==> config.mk <==
export PLATFORM = sky130hd
export DESIGN_NAME = pht_update_scheduler_flat
export DESIGN_NICKNAME = d
export VERILOG_FILES = /design/src/rtl/pht_update_scheduler_pkg.sv /design/src/rtl/pht_update_scheduler_if.sv /design/src/rtl/pht_update_queue.sv /design/src/rtl/pht_update_scheduler.sv /design/src/flat_wrapper.sv
export SDC_FILE = /design/constraint.sdc
export NUM_CORES = 1
export LEC_CHECK = 0
export CAP_MARGIN = 20
export CORE_AREA = 2 2 87 89
export CTS_CLUSTER_DIAMETER = 60
export DETAILED_ROUTE_END_ITERATION = 7
export DIE_AREA = 0 0 89 91
export GPL_TIMING_DRIVEN = 0
export HOLD_SLACK_MARGIN = 0.05
export PLACE_DENSITY = 0.83
export SYNTH_ARGS = -nofsm -noshare
export SYNTH_HDL_FRONTEND = slang
export SYNTH_SLANG_ARGS = --single-unit
==> constraint.sdc <==
create_clock -name clk -period 4.5 [get_ports clk]
set_input_delay 0.45 -clock clk [delete_from_list [all_inputs] [get_ports clk]]
set_output_delay 0.45 -clock clk [all_outputs]
set_load 0.05 [all_outputs]
==> src/rtl/pht_update_scheduler_pkg.sv <==
// Shared PHT types, sizing constants and the saturating counter step used by
// the update scheduler and the predictors.
package pht_update_scheduler_pkg;

  localparam int unsigned PHT_ENTRY_NUM   = 2048;
  localparam int unsigned PHT_INDEX_WIDTH = 11;
  localparam int unsigned PHT_CNT_WIDTH   = 2;
  localparam int unsigned COMMIT_WIDTH    = 2;
  localparam int unsigned QUEUE_DEPTH     = 4;
  localparam int unsigned QUEUE_PTR_WIDTH = $clog2(QUEUE_DEPTH);
  localparam int unsigned QUEUE_CNT_WIDTH = $clog2(QUEUE_DEPTH + 1);

  typedef logic [PHT_INDEX_WIDTH-1:0] pht_index_t;
  typedef logic [PHT_CNT_WIDTH-1:0]   pht_cnt_t;

  // Weakly-not-taken value written by the initialisation sweep.
  localparam pht_cnt_t PHT_INIT_VALUE = 2'b01;

  typedef struct packed {
    pht_index_t index;
    pht_cnt_t   cnt;
  } pht_update_entry_t;

  typedef enum logic {
    ST_INIT = 1'b0,
    ST_RUN  = 1'b1
  } sched_state_t;

  // One saturating step of a 2-bit counter in the resolved direction.
  function automatic pht_cnt_t pht_sat_step(input pht_cnt_t cnt, input logic taken);
    pht_cnt_t res;
    if (taken) res = (cnt == 2'd3) ? 2'd3 : cnt + 2'd1;
    else       res = (cnt == 2'd0) ? 2'd0 : cnt - 2'd1;
    return res;
  endfunction

endpackage

==> src/rtl/pht_update_scheduler_if.sv <==
// Commit-side update bus plus PHT write port of the update scheduler.
//   upd_valid/upd_index/upd_taken/upd_old_cnt : per-lane update requests
//   upd_ready_c : whole commit group accepted this cycle
//   pht_we_c/pht_waddr_c/pht_wdata_c : PHT write port
//   init_busy_c : initialisation sweep in progress
// master = commit source / PHT consumer, slave = scheduler.
interface pht_update_scheduler_if;
  import pht_update_scheduler_pkg::*;

  logic [COMMIT_WIDTH-1:0]              upd_valid;
  pht_index_t [COMMIT_WIDTH-1:0]        upd_index;
  logic [COMMIT_WIDTH-1:0]              upd_taken;
  pht_cnt_t [COMMIT_WIDTH-1:0]          upd_old_cnt;
  logic                                 upd_ready_c;
  logic                                 pht_we_c;
  pht_index_t                           pht_waddr_c;
  pht_cnt_t                             pht_wdata_c;
  logic                                 init_busy_c;

  modport master (
    output upd_valid, upd_index, upd_taken, upd_old_cnt,
    input  upd_ready_c, pht_we_c, pht_waddr_c, pht_wdata_c, init_busy_c
  );

  modport slave (
    input  upd_valid, upd_index, upd_taken, upd_old_cnt,
    output upd_ready_c, pht_we_c, pht_waddr_c, pht_wdata_c, init_busy_c
  );

endinterface

==> src/rtl/pht_update_queue.sv <==
// Multi-push, single-pop circular buffer of pending PHT updates.
//   clk, rst (async, active-low)
//   push_valid/push_entry : lanes to enqueue, lane 0 first, invalid lanes leave no gap
//   push_taken            : lane direction, only with RSD_PHT_UPDATE_MERGE_EN
//   pop                   : drop head entry at this edge
//   head_entry_c, count   : oldest entry and occupancy
// With RSD_PHT_UPDATE_MERGE_EN defined, a lane whose index already sits in a
// non-head slot folds into that slot instead of allocating a new one.
module pht_update_queue
  import pht_update_scheduler_pkg::*;
(
  input  logic                                 clk,
  input  logic                                 rst,
  input  logic [COMMIT_WIDTH-1:0]              push_valid,
  input  pht_update_entry_t [COMMIT_WIDTH-1:0] push_entry,
`ifdef RSD_PHT_UPDATE_MERGE_EN
  input  logic [COMMIT_WIDTH-1:0]              push_taken,
`endif
  input  logic                                 pop,
  output pht_update_entry_t                    head_entry_c,
  output logic [QUEUE_CNT_WIDTH-1:0]           count
);

  pht_update_entry_t            mem_q [QUEUE_DEPTH];
  pht_update_entry_t            mem_d [QUEUE_DEPTH];
  logic [QUEUE_PTR_WIDTH-1:0]   head_q, head_d;
  logic [QUEUE_PTR_WIDTH-1:0]   tail_q, tail_d;
  logic [QUEUE_CNT_WIDTH-1:0]   count_q, count_d;
  logic [QUEUE_CNT_WIDTH-1:0]   alloc;
`ifdef RSD_PHT_UPDATE_MERGE_EN
  logic                         merged;
  logic [QUEUE_PTR_WIDTH-1:0]   slot;
  logic [QUEUE_CNT_WIDTH-1:0]   occ;
`endif

  // Enqueue lanes in order; the head slot is never a merge target while it is
  // being popped, but a slot allocated this cycle into an empty queue is.
  always_comb begin
    mem_d = mem_q;
    alloc = '0;
`ifdef RSD_PHT_UPDATE_MERGE_EN
    merged = 1'b0;
    slot   = '0;
    occ    = '0;
`endif
    for (int i = 0; i < int'(COMMIT_WIDTH); i++) begin
      if (push_valid[i]) begin
`ifdef RSD_PHT_UPDATE_MERGE_EN
        merged = 1'b0;
        occ    = count_q + alloc;
        for (int k = 0; k < int'(QUEUE_DEPTH); k++) begin
          slot = head_q + QUEUE_PTR_WIDTH'(k);
          if (!merged && (QUEUE_CNT_WIDTH'(k) < occ) && !(k == 0 && count_q != '0) &&
              (mem_d[slot].index == push_entry[i].index)) begin
            mem_d[slot].cnt = pht_sat_step(mem_d[slot].cnt, push_taken[i]);
            merged = 1'b1;
          end
        end
        if (!merged) begin
          mem_d[tail_q + QUEUE_PTR_WIDTH'(alloc)] = push_entry[i];
          alloc = alloc + QUEUE_CNT_WIDTH'(1);
        end
`else
        mem_d[tail_q + QUEUE_PTR_WIDTH'(alloc)] = push_entry[i];
        alloc = alloc + QUEUE_CNT_WIDTH'(1);
`endif
      end
    end
    head_d  = head_q + QUEUE_PTR_WIDTH'(pop);
    tail_d  = tail_q + QUEUE_PTR_WIDTH'(alloc);
    count_d = count_q + alloc - QUEUE_CNT_WIDTH'(pop);
  end

  // Pointer, occupancy and storage registers.
  always_ff @(posedge clk or negedge rst) begin
    if (!rst) begin
      head_q  <= '0;
      tail_q  <= '0;
      count_q <= '0;
      for (int j = 0; j < int'(QUEUE_DEPTH); j++) mem_q[j] <= '0;
    end else begin
      head_q  <= head_d;
      tail_q  <= tail_d;
      count_q <= count_d;
      for (int j = 0; j < int'(QUEUE_DEPTH); j++) mem_q[j] <= mem_d[j];
    end
  end

  assign head_entry_c = mem_q[head_q];
  assign count        = count_q;

endmodule

==> src/rtl/pht_update_scheduler.sv <==
// Owns the PHT write port: runs a full-table init sweep after reset, then
// buffers commit-stage counter updates and drains them one per cycle.
//   clk, rst (async, active-low)
//   bus (slave) : update lanes in, upd_ready_c / PHT write port / init_busy_c out
//   PHT_ENTRIES : table size swept at init (power of two, <= PHT_ENTRY_NUM)
// Optional RSD_PHT_UPDATE_MERGE_EN folds repeated in-flight indices in the queue.
module pht_update_scheduler
  import pht_update_scheduler_pkg::*;
#(
  parameter int unsigned PHT_ENTRIES = PHT_ENTRY_NUM
)
(
  input  logic                   clk,
  input  logic                   rst,
  pht_update_scheduler_if.slave  bus
);

  localparam pht_index_t SWEEP_LAST = PHT_INDEX_WIDTH'(PHT_ENTRIES - 1);
  localparam logic [QUEUE_CNT_WIDTH-1:0] READY_MAX_CNT =
    QUEUE_CNT_WIDTH'(QUEUE_DEPTH - COMMIT_WIDTH);

  sched_state_t                         state_q, state_d;
  pht_index_t                           sweep_q, sweep_d;
  logic [QUEUE_CNT_WIDTH-1:0]           q_count;
  pht_update_entry_t                    q_head_c;
  logic [COMMIT_WIDTH-1:0]              push_valid_c;
  pht_update_entry_t [COMMIT_WIDTH-1:0] push_entry_c;
  logic                                 pop_c;
  logic                                 ready_c;

  // State and sweep index registers.
  always_ff @(posedge clk or negedge rst) begin
    if (!rst) begin
      state_q <= ST_INIT;
      sweep_q <= '0;
    end else begin
      state_q <= state_d;
      sweep_q <= sweep_d;
    end
  end

  // Next state, sweep stepping and PHT write-port muxing.
  always_comb begin
    state_d         = state_q;
    sweep_d         = sweep_q;
    ready_c         = 1'b0;
    push_valid_c    = '0;
    pop_c           = 1'b0;
    bus.pht_we_c    = 1'b0;
    bus.pht_waddr_c = '0;
    bus.pht_wdata_c = '0;
    bus.init_busy_c = 1'b0;
    case (state_q)
      ST_INIT: begin
        bus.init_busy_c = 1'b1;
        bus.pht_we_c    = 1'b1;
        bus.pht_waddr_c = sweep_q;
        bus.pht_wdata_c = PHT_INIT_VALUE;
        sweep_d         = sweep_q + PHT_INDEX_WIDTH'(1);
        if (sweep_q == SWEEP_LAST) begin
          state_d = ST_RUN;
          sweep_d = '0;
        end
      end
      ST_RUN: begin
        // Conservative: a same-cycle pop is not credited.
        ready_c      = (q_count <= READY_MAX_CNT);
        push_valid_c = bus.upd_valid & {COMMIT_WIDTH{ready_c}};
        if (q_count != '0) begin
          bus.pht_we_c    = 1'b1;
          bus.pht_waddr_c = q_head_c.index;
          bus.pht_wdata_c = q_head_c.cnt;
          pop_c           = 1'b1;
        end
      end
    endcase
  end

  assign bus.upd_ready_c = ready_c;

  // New counter value is resolved at enqueue time.
  always_comb begin
    push_entry_c = '0;
    for (int i = 0; i < int'(COMMIT_WIDTH); i++) begin
      push_entry_c[i].index = bus.upd_index[i];
      push_entry_c[i].cnt   = pht_sat_step(bus.upd_old_cnt[i], bus.upd_taken[i]);
    end
  end

  pht_update_queue u_queue (
    .clk          (clk),
    .rst          (rst),
    .push_valid   (push_valid_c),
    .push_entry   (push_entry_c),
`ifdef RSD_PHT_UPDATE_MERGE_EN
    .push_taken   (bus.upd_taken),
`endif
    .pop          (pop_c),
    .head_entry_c (q_head_c),
    .count        (q_count)
  );

endmodule

==> src/flat_wrapper.sv <==
// flat-port wrapper written by rule: the top's interface ports become plain ports
module pht_update_scheduler_flat import pht_update_scheduler_pkg::*;
#(
  parameter int unsigned PHT_ENTRIES = PHT_ENTRY_NUM
)
  (clk, rst, bus_upd_valid, bus_upd_index, bus_upd_taken, bus_upd_old_cnt, bus_upd_ready_c, bus_pht_we_c, bus_pht_waddr_c, bus_pht_wdata_c, bus_init_busy_c);
  pht_update_scheduler_if bus_i ();
  input  logic clk;
  input  logic rst;
  input wire logic [$bits(bus_i.upd_valid)-1:0] bus_upd_valid;
  input wire logic [$bits(bus_i.upd_index)-1:0] bus_upd_index;
  input wire logic [$bits(bus_i.upd_taken)-1:0] bus_upd_taken;
  input wire logic [$bits(bus_i.upd_old_cnt)-1:0] bus_upd_old_cnt;
  output wire logic [$bits(bus_i.upd_ready_c)-1:0] bus_upd_ready_c;
  output wire logic [$bits(bus_i.pht_we_c)-1:0] bus_pht_we_c;
  output wire logic [$bits(bus_i.pht_waddr_c)-1:0] bus_pht_waddr_c;
  output wire logic [$bits(bus_i.pht_wdata_c)-1:0] bus_pht_wdata_c;
  output wire logic [$bits(bus_i.init_busy_c)-1:0] bus_init_busy_c;
  assign bus_i.upd_valid = bus_upd_valid;
  assign bus_i.upd_index = bus_upd_index;
  assign bus_i.upd_taken = bus_upd_taken;
  assign bus_i.upd_old_cnt = bus_upd_old_cnt;
  assign bus_upd_ready_c = bus_i.upd_ready_c;
  assign bus_pht_we_c = bus_i.pht_we_c;
  assign bus_pht_waddr_c = bus_i.pht_waddr_c;
  assign bus_pht_wdata_c = bus_i.pht_wdata_c;
  assign bus_init_busy_c = bus_i.init_busy_c;
  pht_update_scheduler #(.PHT_ENTRIES(PHT_ENTRIES)) u_core (.clk(clk), .rst(rst), .bus(bus_i));
endmodule
-- Word level (Yosys, flattened, before mapping)
Index checks and enable logic that the tools add are counted.
- register bits after elaboration: 71
- logic and storage cells: 75
- output and inout bits: 16
- bits of input ports: 32
- magnitude comparators: 6
- $add $sub $neg: 11
- bitwise operators: 5
- eq/ne operators: 3
- reductions and logical operators: 5
- muxes and demuxes: 32
- operators with widths (kind ; count):
    $bwmux 52 ; 2
    $mux 52 ; 2
    $demux 13 s2 ; 2
    $mux 13 ; 4
    $bmux 13 s2 ; 1
    $mux 11 ; 2
    $pmux 11 s2 ; 1
    $mux 2 ; 8
    $add 11x1->11 const B ; 1
    $eq 11x11->1 const B ; 1
    $ge 3x3->1 const B ; 3
    $not 2->3 ; 3
    $mux 1 ; 7
    $lt 3x1->1 const B ; 2
    $add 2x1->2 const B ; 2
    $add 2x2->2 ; 2
    $eq 2x2->1 const B ; 2
    $logic_not 2->1 ; 2
    $pmux 2 s2 ; 1
    $sub 2x1->2 const B ; 2
    $add 3x1->3 const B ; 1
    $add 3x3->3 ; 1
    $le 3x2->1 const B ; 1
    $mux 3 ; 1
    other kinds (7) ; 8

-- Longest topological paths before layout
Gate-level depths: netlist (run 1).
- depth in word-level cells: 12
- gate-level depth with buffers: 11
- mapped depth without buffers: 11

-- Hierarchy
Synthesis (run 1) repeated with hierarchy kept, for this count alone.
- cell total of the unflattened synthesis: 431
- area, all modules: 4036.4 um^2
- by module, submodules not included (module ; area an instance (um^2) ; instances ; cells each ; seq. area each (um^2)):
    pht_update_queue ; 3201.8 ; 1 ; 340 ; 1476.4
    pht_update_scheduler ; 834.6 ; 1 ; 91 ; 300.3

-- Worst setup path before layout (run 1)
Ideal clock, no wire load.
- path kind: register -> register
- from: reg u_core.state_q
- to: reg u_core.u_queue.count_q[2], in the netlist u_core.u_queue.count[2]
- setup time: 0.080 ns
- slack: 2.132 ns
- cell stages (with the launch flop): 11
- data arrival time: 2.288 ns
- path through: dfrtp_1 -> and2b_4 -> and3_2 -> ha_1 -> inv_1 -> ha_1 -> inv_1 -> ha_1 -> fa_1 -> xnor2_1 -> xnor2_1
- longest elaborated chain between the ends: 6
- RTL lines (element ; line ; text):
    start, declared ; pht_update_scheduler.sv:22 ; sched_state_t state_q, state_d;
    start signal, assigned ; pht_update_scheduler.sv:37 ; state_q <= state_d;
    $mux 2 ; pht_update_scheduler.sv:53 ; case (state_q)
    $mux 1 ; pht_update_queue.sv:47 ; if (push_valid[i]) begin
    $add 3x1->3 ; pht_update_queue.sv:65 ; alloc = alloc + QUEUE_CNT_WIDTH'(1);
    $mux 3 ; pht_update_queue.sv:47 ;
    $add 3x3->3 ; pht_update_queue.sv:71 ; count_d = count_q + alloc - QUEUE_CNT_WIDTH'(pop);
    $sub 3x1->3 (*) ; pht_update_queue.sv:71 ;
    net u_core.u_queue.count_d[2] ; pht_update_queue.sv:28 ; logic [QUEUE_CNT_WIDTH-1:0] count_q, count_d;
    end signal, assigned ; pht_update_queue.sv:84 ; count_q <= count_d;
    end, declared ; pht_update_queue.sv:28 ;
The timed path passes the listed nets; every way through them passes the cells marked *.
A chain may end at the register's enable or synchronous reset.

-- Final worst setup path (run 1)
- from: reg u_core.u_queue.head_q[1]
- to: out bus_pht_waddr_c[5]
- longest elaborated chain between the ends: 6
- RTL lines (element ; line ; text):
    start, declared ; pht_update_queue.sv:26 ; logic [QUEUE_PTR_WIDTH-1:0] head_q, head_d;
    start signal, assigned ; pht_update_queue.sv:77 ; head_q <= '0;
    start signal, assigned ; pht_update_queue.sv:82 ; head_q <= head_d;
    $not 2->3 (implied by the code) ; pht_update_queue.sv:89 ; assign head_entry_c = mem_q[head_q];
    $bmux 13 s2 ; pht_update_queue.sv:89 ;
    $mux 13 (implied by the code) (2 in a row) ; pht_update_queue.sv:89 ;
    $mux 11 ; pht_update_scheduler.sv:69 ; if (q_count != '0) begin
    $pmux 11 s2 ; pht_update_scheduler.sv:53 ;
    end, declared ; flat_wrapper.sv:16 ; output wire logic [$bits(bus_i.pht_waddr_c)-1:0] bus_pht_waddr_c;
No other way between the ends. The select of a mux whose other input is x is not followed.

==> results of run 1 <==
## metrics by stage
step | instance area (um^2) | hold slack, ns | util [%]
2_1_floorplan | 4190 | 0.154 | -
3_3_place_gp | 4780 | 0.479 | 67.0
3_5_place_dp | 4810 | 0.488 | 67.4
4_1_cts | 5030 | 0.114 | 70.4
5_1_grt | 5030 | 0.126 | 70.4
6_report | 5030 | 0.101 | 70.4
## power by group through the flow
stage | registers [uW] | clock network [uW] | logic, uW
3_5_place_dp | 650 | 0 | 61.2
3_3_place_gp | 650 | 0 | 57.6
5_1_grt | 637 | 601 | 66.4
2_1_floorplan | 650 | 0 | 7.27
4_1_cts | 638 | 575 | 61.2
6_report | 638 | 568 | 60.3
## layer usage
layer | wire [um] | vias to the layer above
met2 | 4230 | 49
met1 | 3980 | 1327
met4 | 104 | 0
met3 | 238 | 7
met5 | 0 | -
li1 | - | 1257
## cell type report
cell class	count	area [um^2]
tap	99	124
multi-input combinational	212	2260
timing repair buffer	48	495
inverter	13	50.0
buffer	14	100
sequential	71	1780
clock inverter	5	81.3
clock buffer	10	138
fill	513	2110
## flip-flops by register name, summed over array words and instances, names as in the netlist
name / flops
u_core.u_queue.count: 3
u_core.state_q: 1
u_core.u_queue.head_q: 2
u_core.sweep_q: 11
u_core.u_queue.mem_q: 52
u_core.u_queue.tail_q: 2
## worst paths after layout
| path | start | to | slack, ns |
|---|---|---|---|
| max reg2reg | u_core.u_queue.count[0]$_DFF_PN0_ | u_core.u_queue.count[2]$_DFF_PN0_ | 1.88 |
| min in group clk | u_core.u_queue.count[2]$_DFF_PN0_ | u_core.u_queue.count[2]$_DFF_PN0_ | 0.51 |
| max in group asynchronous | rst | u_core.u_queue.mem_q[14]$_DFF_PN0_ | 4.10 |
| min reg2reg | u_core.u_queue.count[2]$_DFF_PN0_ | u_core.u_queue.count[2]$_DFF_PN0_ | 0.51 |
| max | u_core.u_queue.head_q[1]$_DFF_PN0_ | bus_pht_waddr_c[5] | 1.26 |
| min | rst | u_core.u_queue.mem_q[3]$_DFF_PN0_ | 0.10 |
## cell usage in the layout, fill, tap and decap left out, drive strengths merged, types with 2 or more instances in the layout
cell type	netlist	layout
mux2	88	88
dfrtp	71	71
clkdlybuf4s50	0	46
mux2i	16	16
clkbuf	4	14
mux4	13	13
inv	12	13
nand2	13	13
buf	10	12
a22o	11	11
xnor2	10	10
ha	8	8
nor3	6	6
nand3	6	6
o21ai	5	5
nor2	5	5
nand4	5	5
xor2	4	4
maj3	2	2
clkinv	1	2
nor4	2	2
a21oi	2	2
bufinv	0	2
and2b	2	2
nor2b	2	2
nand4b	2	2
and2	2	2
and3	2	2
## kinds of logic after synthesis
group	after synthesis	synth area share, %
mux	117	35.3
flops	71	42.4
simple gates	51	9.14
buf+inv	27	3.58
compound gates	19	3.32
xor+xnor	14	2.93
fa+ha+maj	11	3.35
## critical path, delay by kind of cell, from the launching register on
kind,cells,cell delay (ns)
flops,1,0.49
mux,1,0.44
buf+inv,2,1.28
compound gates,1,0.24
==> results.cfg, run 1 <==
[synthesis]
synthCells = 310
avgSynthCellArea_um2 = 13.5
yosys.area.top_type = dfrtp_1
synth_area_leaders = dfrtp_1 42%, mux2_2 21%, mux4_2 7.0%
synth_cell_types = 46
ys.flop_type = dfrtp_1
ys_seq_area_share_pct = 42.4
syn_area_um2 = 4190
ys.warnings.count = 0
yosysMostFrequentCell = mux2_2
ys_ff_latch = 71
synth_edf_count = 0
async_reset_ff_share_pct = 100
synth_top_area_share_pct = 42.4
synth_fp_nets = 351
netlist_top_cells_count = 78 x mux2_2, 71 x dfrtp_1, 16 x mux2i_1

[sta]
worst_pin_slew_ns = 0.689
period_share_pct = 72.1
fin_setup_tns_ns = 0
clock.fmax_mhz = 308
rsz0062_at_grt = no
hold_viol_final = 0
finalWorstPathRequiredPeriod_ns = 3.24
finClkSkew_ns = 0.00787
finalWorstSetupSlack_ns = 1.26
setup_viol = 0
slew_headroom_pct = 54.0
drv_slew = 0

[setup_path]
start_kind = flip-flop
arrival_ns = 2.79
max_stage_delay_ns = 0.71
crit_required_ns = 4.05
r2r_cells = 10
critPathCaptureType = output port
crit_chain = clkbuf_1 -> mux4_2 -> a22o_1 -> clkdlybuf4s50_1
worstSetupPathType = reg2out
slowest_stage = clkdlybuf4s50_1
critical_path.max_fanout = 10

[drt]
vias_per_cell = 5.59
wirelength_um = 8550
drtIter0Drc = 204
drtPass1Iterations = 4
wl_per_cell_um = 18.1
num_vias = 2640
drc = 0
ant_nets = 0

[clock_network]
cts-root-buf = clkbuf_8
cts-resized-gates = 0
cts_buffers = 9
clkSlewWorstSetupHoldPaths_ns = 0.08
htreeDepth = 3
clock-sinks = 71
cts_hold_buf = 0
cts_tree = yes
clk_latency_ns = 0.35
cts_setup_buffers = 0
cts_buffer_depth = 2

[global_route]
grtUsageMet3_pct = 4.36
grt_max_degree = 72
grt_pass1_vias = 2844
overflow = 0
antenna_found_initial = 0
grt.busiest_layer = met2
grt_util_met2_pct = 37.9
grt.total_usage_pct = 23.4
met1_usage_pct = 31.9
grt_pass1_wl_um = 14300

[job]
drv_cap = 0

[worst_hold_path]
hold_path_class = in2async

[layout]
final_cells = 472
syn2layout_area_growth_pct = 20.0
fin_nets = 410
drive_gt1_share_pct = 38.3
antenna_cells = 0

[place]
io_buffers = 47
place_ws_ns = 1.66
place_inst = 457
gp_congestion = 0.831
dp_hpwl_um = 6010

[floorplan]
io_pins = 48
die_h_um = 91
core_region_area_um2 = 7140
initial_core_util_pct = 58.7
dieArea_um2 = 8100
rows = 31
die_w_um = 89

[power]
power.density_nw_per_um2 = 252
p_sw_uw = 273
combPwrFrac_pct = 4.8
seqPwrFrac_pct = 50.3
finalPower_uw = 1270
peakVddDrop_mv = 0.132
swShare_pct = 21.6
power_frac_clock_pct = 44.9
internal-power_uw = 993
power_leakage_uw = 0.00243

[run_status]
status = finished clean
(Power assumes the default switching activity.)
==> run 2, diff against run 1 <==
--- a/config.mk
+++ b/config.mk
@@ -6,13 +6,13 @@
 export NUM_CORES = 1
 export LEC_CHECK = 0
 export CAP_MARGIN = 20
-export CORE_AREA = 2 2 87 89
+export CORE_AREA = 2 2 94 96
 export CTS_CLUSTER_DIAMETER = 60
 export DETAILED_ROUTE_END_ITERATION = 7
-export DIE_AREA = 0 0 89 91
+export DIE_AREA = 0 0 96 98
 export GPL_TIMING_DRIVEN = 0
 export HOLD_SLACK_MARGIN = 0.05
-export PLACE_DENSITY = 0.83
+export PLACE_DENSITY = 0.75
 export SYNTH_ARGS = -nofsm -noshare
 export SYNTH_HDL_FRONTEND = slang
 export SYNTH_SLANG_ARGS = --single-unit
==> constraint.sdc (replaced) <==
create_clock -name clk -period 2.71 [get_ports clk]
set_input_delay 0.271 -clock clk [delete_from_list [all_inputs] [get_ports clk]]
set_output_delay 0.271 -clock clk [all_outputs]
set_load 0.05 [all_outputs]
==> results.cfg, run 2 (synthesis gave the netlist of run 1 again) <==
[clock_network]
clkSlewWorstSetupHoldPaths_ns = 0.07
cts_buffer_depth = 2
cts-root-buf = clkbuf_8
clk_latency_ns = 0.34
clock-sinks = 71
cts_tree = yes
cts_buffers = 9
cts_setup_buffers = 0
htreeDepth = 3

[layout]
antenna_cells = 0
postLayoutCoreUtil_pct = 59.7
final_cell_mix = 78 x mux2_2, 70 x dfrtp_1, 34 x clkdlybuf4s50_1
fin_nets = 411
final_cells = 482
num-fill-cells = 704
drive_gt1_share_pct = 39.8
final_common_cell = mux2_2
regMostFlops = u_core.u_queue.mem_q
multi_input_area_um2 = 2270
syn2layout_area_growth_pct = 20.5
largest_reg_flops = 52
regArea_um2 = 1780

[sta]
rsz0062_at_grt = no
finClkSkew_ns = 0.0139
finalWorstSetupSlack_ns = 0.136
period_share_pct = 95.0
hold_slack_ns = 0.264
worst_pin_slew_ns = 0.507
finalWorstPathRequiredPeriod_ns = 2.57
hold_viol_final = 0
setup_viol = 0
drv_slew = 0
slew_headroom_pct = 65.9
clock.fmax_mhz = 388

[floorplan]
io_pins = 48
die_w_um = 96
core_region_area_um2 = 8470
rows = 34
initial_core_util_pct = 49.5
die_h_um = 98
dieArea_um2 = 9410

[drt]
drtPass1Iterations = 4
wirelength_um = 8890
drc = 0
drtIter0Drc = 112
ant_nets = 0
num_vias = 2692
wl_per_cell_um = 18.5
vias_per_cell = 5.59

[place]
place_inst = 466
place_ws_ns = -0.0252
dp_hpwl_um = 6270
gp_congestion = 0.848
io_buffers = 47

[global_route]
grt_pass1_wl_um = 14700
antenna_found_initial = 0
overflow = 0
grt_max_degree = 71
grt_pass1_vias = 2842
grt.total_usage_pct = 20.8

[setup_path]
start_kind = flip-flop
critical_path.max_fanout = 10
critPathCaptureType = output port
arrival_ns = 2.30
worstSetupPathType = reg2out
crit_required_ns = 2.44

[run_status]
status = finished clean

[power]
peakVddDrop_mv = 0.293
power_leakage_uw = 0.00248
power.density_nw_per_um2 = 416

[job]
drv_cap = 0

[worst_hold_path]
hold_path_class = in2async
==> run 2: cell count changes in the layout (fill, tap and decap cells not counted), sizes merged <==
cell	change
clkinvlp	-1
dlygate4sd3	+1
dlygate4sd2	+12
clkinv	+2
clkdlybuf4s50	-12
inv	-1
==> run 2: worst max-delay path: stages, from the launching register on <==
cell	delay [ns]
dfrtp_2	0.48
buf_4	0.28
mux4_2	0.57
a22o_1	0.22
dlygate4sd2_1	0.42
==> run 2: path summary, 6_finish.rpt <==
path	startpoint	endpoint	slack [ns]	depth (start not counted)
setup / recovery	u_core.u_queue.head_q[0]$_DFF_PN0_	bus_pht_waddr_c[4]	0.14	4
max in group asynchronous	rst	u_core.u_queue.head_q[0]$_DFF_PN0_	1.91	3
hold reg to reg	u_core.sweep_q[10]$_DFFE_PN0N_	u_core.sweep_q[10]$_DFFE_PN0N_	0.52	1
hold / removal	rst	u_core.u_queue.mem_q[13]$_DFF_PN0_	0.26	2
min in group clk	u_core.sweep_q[10]$_DFFE_PN0N_	u_core.sweep_q[10]$_DFFE_PN0N_	0.52	1
setup reg to reg	u_core.state_q$_DFF_PN0_	u_core.u_queue.count[2]$_DFF_PN0_	0.15	11
==> run 2: metal layers <==
layer,GRT usage (%),wire [um],share of wire [%]
met5,0,0,0
met4,7.69,82,0.92
met3,3.94,304,3.4
met2,33.5,4590,52
met1,27.7,3910,44
==> run 2: cell type report <==
class	instances	area share [%]
multi-input combinational	212	44.9
sequential	71	35.2
timing repair buffer	49	9.71
clock buffer	10	2.73
tap	108	2.68
buffer	14	2.11
clock inverter	5	1.64
inverter	13	0.991
==> run 2: power by group <==
group	total, uW	switching (uW)	internal, uW	leakage (uW)
sequential	1060	0	1060	0.000971
combinational	103	51.7	51.0	0.00139
clock	941	400	540	0.000112
==> run 2: metrics by stage <==
| stage | area [um^2] | TNS (ns) | total power (uW) |
|---|---|---|---|
| 4_1_cts | 5040 | 0 | 2120 |
| 6_report | 5050 | 0 | 2100 |
| 2_1_floorplan | 4190 | 0 | 1090 |
| 3_5_place_dp | 4820 | -0.0701 | 1180 |
| 3_3_place_gp | 4790 | -82.07 | 1180 |
| 5_1_grt | 5050 | 0 | 2180 |
==> run 2: repair_timing <==
action | CTS | global route
hold buffers | 1 | 0
setup endpoints to repair | 12 | 10
gates resized for setup | 16 | 4
endpoints found under the hold margin | 71 | 0
